### src/rtl/fixed_priority_arbiter.sv
// Registered fixed-priority arbiter: REQ[0] highest, one-cycle grant latency.
// Define FIXED_PRIORITY_ARBITER_LOCK_EN to hold the grant while its holder keeps requesting.
module fixed_priority_arbiter #(
   parameter int N = 4
) (
   input  logic                 clk,
   input  logic                 reset,
   input  logic [N-1:0]         REQ,
   output logic [N-1:0]         GNT,
   output logic                 gnt_valid,
   output logic [$clog2(N)-1:0] gnt_id
);

   localparam int IW = $clog2(N);

   logic [N-1:0]  gnt_q,   gnt_d;
   logic          valid_q, valid_d;
   logic [IW-1:0] id_q,    id_d;

   logic [N-1:0]  pick_gnt;
   logic [IW-1:0] pick_id;
   logic          pick_valid;

   // Descending scan so the lowest-index request is the last (winning) assignment.
   always_comb begin
      pick_gnt   = '0;
      pick_id    = '0;
      pick_valid = 1'b0;
      for (int i = N - 1; i >= 0; i--) begin
         if (REQ[i]) begin
            pick_gnt    = '0;
            pick_gnt[i] = 1'b1;
            pick_id     = IW'(i);
            pick_valid  = 1'b1;
         end
      end
   end

`ifdef FIXED_PRIORITY_ARBITER_LOCK_EN
   // The registered grant doubles as the lock: keep it while its holder still requests.
   always_comb begin
      gnt_d   = pick_gnt;
      id_d    = pick_id;
      valid_d = pick_valid;
      if (valid_q && ((REQ & gnt_q) != '0)) begin
         gnt_d   = gnt_q;
         id_d    = id_q;
         valid_d = 1'b1;
      end
   end
`else
   always_comb begin
      gnt_d   = pick_gnt;
      id_d    = pick_id;
      valid_d = pick_valid;
   end
`endif

   always_ff @(posedge clk or negedge reset) begin
      if (!reset) begin
         gnt_q   <= '0;
         valid_q <= 1'b0;
         id_q    <= '0;
      end else begin
         gnt_q   <= gnt_d;
         valid_q <= valid_d;
         id_q    <= id_d;
      end
   end

   assign GNT       = gnt_q;
   assign gnt_valid = valid_q;
   assign gnt_id    = id_q;

endmodule

### config.mk
export PLATFORM = sky130hd
export DESIGN_NAME = fixed_priority_arbiter
export DESIGN_NICKNAME = d
export VERILOG_FILES = /design/src/rtl/fixed_priority_arbiter.sv
export SDC_FILE = /design/constraint.sdc
export NUM_CORES = 1
export LEC_CHECK = 0
export CAP_MARGIN = 5
export CORE_AREA = 2 2 39 41
export DETAILED_ROUTE_END_ITERATION = 12
export DIE_AREA = 0 0 41 43
export PLACE_DENSITY = 0.5
export SYNTH_ARGS = -nofsm -noshare
export SYNTH_HDL_FRONTEND = slang
export SYNTH_SLANG_ARGS = --single-unit
### constraint.sdc
create_clock -name clk -period 0.9 [get_ports clk]
set_input_delay 0.18 -clock clk [delete_from_list [all_inputs] [get_ports clk]]
set_output_delay 0.18 -clock clk [all_outputs]
set_load 0.01 [all_outputs]
# Word-level counts from Yosys, hierarchy flattened

Index checks and enable logic that the tools add are counted.

Mux-type cells: 12

Operators by type and width:

| operator         | number |
|---|---|
| 2-to-1 mux 4 bit | 4 |
| 2-to-1 mux 2 bit | 4 |
| 2-to-1 mux 1 bit | 4 |

Input bits: 6
Bits in registers: 7
Output and inout bits: 7
Word-level logic and storage cells: 15

# Longest topological paths before layout

Word-level depth: 4
Mapped depth: 2
Mapped depth without buffers: 2

# Worst setup path after synthesis

Ideal clock, no wire load.

Path type: flip-flop to output port
From: register gnt_q[0], in the netlist GNT[0]
To: output port GNT[0]
Arrival time: 0.376 ns
Stages on the path, launching flop included: 1
Required time: 0.720 ns
Path slack: 0.344 ns
Path buffers: 0
Cell sequence: dfrtp_1

RTL lines:

| element                | line | source |
|---|---|---|
| start, declared        | 16   | `logic [N-1:0] gnt_q, gnt_d;` |
| start signal, assigned | 65   | `gnt_q <= gnt_d;` |
| end, declared          | 9    | `output logic [N-1:0] GNT,` |

No word-level cell between the ends.

# Worst setup path after layout

From: register id_q[0], in the netlist gnt_id[0]
To: output port gnt_id[0]

RTL lines:

| element                | line | source |
|---|---|---|
| start, declared        | 18   | `logic [IW-1:0] id_q, id_d;` |
| start signal, assigned | 67   | `id_q <= id_d;` |
| end, declared          | 11   | `output logic [$clog2(N)-1:0] gnt_id` |

No word-level cell between the ends.

==> results.md <==
Placed design:
- Counting tap cells, the placed design contains a total of 45 instances.
- The routability congestion estimate is 0.758.
- The count of input and output buffers is 12.
- The post-placement worst setup slack is -200 ps.

Drt:
- The wire length per cell is 8.78 microns.
- The first-iteration detailed-routing DRC count is 7.
- The number of routed nets with antenna violations is 0.
- The first-pass iteration count of the detailed router is 4.
- For this run, design rule violations remaining after detail routing come to 0.
- The routed layout has 173 vias.
- The via-per-instance ratio is 3.53.
- The total length of routed wires is 430 microns.

GRT:
- Entering global routing, the biggest net connects 8 pins.
- Global routing finished with a remaining overflow of 0.
- The global-route total usage across every layer is 7.22%.
- The initial antenna violation count is 0.
- The number of global-route vias before repair was 177.
- The first global-routing pass estimated 683 microns of wire.

Synth:
- The post-synthesis net count is 23.
- The sequential share of the synthesized area is 76.5%.
- After synthesis, the cell types taking the most area are dfrtp_1 77%, nand2b_4 6.0%, nor2_1 4.9%.
- Yosys mapped a number of flops with a built-in enable equal to 0.
- For this run, the leading register cell type out of synthesis is dfrtp_1.
- The largest total area in the synthesized netlist belongs to dfrtp_1.
- The commonest cells after synthesis are 7 x dfrtp_1, 3 x nor2_1, 2 x nor3_1.
- Dividing the synthesized area by the synthesized cell count gives 13.5 sq um.
- In this run, synthesis produced a sequential element count of 7.
- The most common cell in the synthesized netlist is dfrtp_1.
- Yosys printed 0 warnings.
- Synthesis handed over a netlist of 17 instances.
- The synthesized design devotes to its leading area cell type 76.5% of total area.
- Summing every instance area after synthesis gives 229 sq um.
- The share of flip-flops with an asynchronous set or reset is 100%.
- The number of different library cells used by synthesis comes to 8.

Clock tree:
- The deepest clock path buffer count is 2.
- The clock tree from TritonCTS is yes.
- The total clock buffers created by CTS is 3.
- The number of clock sinks is 7.
- After clock tree synthesis, the clock-pin slew on the worst setup and hold paths is 50 ps.
- The cell at the root of the clock tree is clkbuf_4.
- The depth of the CTS H-tree is 1.
- In this run, post-CTS hold repair placed 0 buffers.

STA:
- For the finished layout, the period the worst path requires is 913 ps.
- Static timing analysis puts the maximum clock frequency at 1100 MHz.
- The final count of pins violating max slew is 0.
- The total count of hold-check failures in the final report is 0.
- Setup repair after global routing could not meet its margin everywhere.
- The setup-violating endpoint count in the final report is 7.
- The worst path setup slack after routing is -12.5 ps.
- The transition time at the pin with the least slew margin is 293 ps.
- The final critical path takes up 101% of the cycle.
- The worst-case headroom to the max-slew limit is 80.4%.

Outcome:
- The checks that failed: negative setup slack.
- The flow ran to the end, but the final reports show violations.

Pwr:
- VDD sags by at most 0.000648 V.
- Dividing total power by cell area gives a power density of 1810 mW/mm^2.
- Summed over all cells, the static leakage comes to 0.000183 uW.

Floorplanning:
- The number of top-level pins is 13.
- The area inside the core boundary is 0.00138 sq mm.
- The initial core utilization is 16.5%.
- The width of the die is 41 microns.
- After floorplanning, the core was divided into 14 placement rows.
- Measured along the y axis, the die boundary spans 43 microns.
- The die covers 0.00176 sq mm.

Worst setup path:
- At the worst endpoint, the required time is 720 ps.
- Grouping stages by cell kind, the critical path spends the most delay in flip-flops.
- The critical path capture point type is an output port.
- The signal on the critical path passes through buf_2.
- In this run the worst path has a maximum fanout of 1.
- The critical path's slowest cell is dfrtp_1.
- The start-to-end type of the worst setup path is flop to output port.
- Data arrives at the worst endpoint at 730 ps.
- The sum of buffers and inverters on the critical path is 1.
- The delay contributed by the slowest stage of the critical path is 350 ps.
- STA classifies the critical path startpoint as a flop.

Final layout:
- The layout cell share with drive strength beyond 1 is 33.3%.
- The count of cells in the finished layout, fillers not included, comes to 49.
- The number of antenna diodes in the final layout is 0.
- Cells fill 27.4% of the core in the end.
- The total number of nets in the final design is 40.
- Relative to the synthesized area, the layout overhead comes to 65.6%.

Min path:
- The min-delay analysis places its worst path in the category primary input to asynchronous set/reset pin.

Flow run:
- The number of max-cap violations is 0.
-- through the flow --
step           setup TNS [ps]  power, uW  hold WS (ps)  cell area, sq um
4_1_cts                  -187        699           177               360
2_1_floorplan               0        360          -116               229
3_3_place_gp            -1370        421           451               369
3_5_place_dp            -1400        422           450               369
6_report                -74.9        686           178               379
5_1_grt                  -314        732           204               379
-- cells in the final DEF (no fill, tap or decap) --
cell type and instances:
dfrtp_1 7, clkdlybuf4s50_1 5, inv_1 1, nor2_1 3, nand2_1 1, clkbuf_4 3, nand2b_4 1, a21oi_1 1
and2_1 1, nor3_1 2, clkbuf_1 1, buf_2 4, buf_6 3
-- registers in the layout (all words and copies together), names as in the netlist --
name and count:
GNT 4, gnt_id 2, gnt_valid 1
-- path summary, 6_finish.rpt --
kind,cells after the start,start,endpoint
hold / removal,1,reset,gnt_id[0]
setup / recovery,1,gnt_id[0],gnt_id[0]
max in group asynchronous,1,reset,GNT[2]
min in group clk,1,REQ[0],GNT[0]
-- layout make-up --
cell class                      instances  area (sq um)
Clock buffer                            4          26.3
Fill cell                             150          1000
Inverter                                1          3.75
Multi-Input combinational cell          9          50.0
Sequential cell                         7           175
Tap cell                               16          20.0
Timing Repair Buffer                   12           104
-- routing by layer --
| layer | global-route usage, % | wire, microns | vias up |
|---|---|---|---|
| li1 | - | - | 85 |
| met1 | 6.69 | 192 | 73 |
| met2 | 6.88 | 152 | 13 |
| met4 | 10.0 | 17 | 0 |
| met5 | 0 | 0 | - |
| met3 | 7.33 | 67 | 2 |
-- power by group --
group | leakage (uW) | total, uW | switching, uW | internal [uW]
clock | 0.0000150 | 276 | 107 | 169
sequential | 0.0000866 | 333 | 3.89 | 329
combinational | 0.0000811 | 77.3 | 33.9 | 43.4
-- what timing repair did --
item,CTS,global route
setup endpoints to repair,7,7
endpoints found under the hold margin,0,0
resized for setup,28,3
buffers inserted,0,0
-- kinds of logic (layout without fill, tap and decap cells) --
family,count (synthesis),in the layout,share of synthesized area [%]
AOI/OAI and AO/OA,1,1,2.18
DFF,7,7,76.5
and+or+nand+nor,8,8,19.7
buffers and inverters,1,17,1.64
No activity file was read; power rests on OpenSTA's default activity.
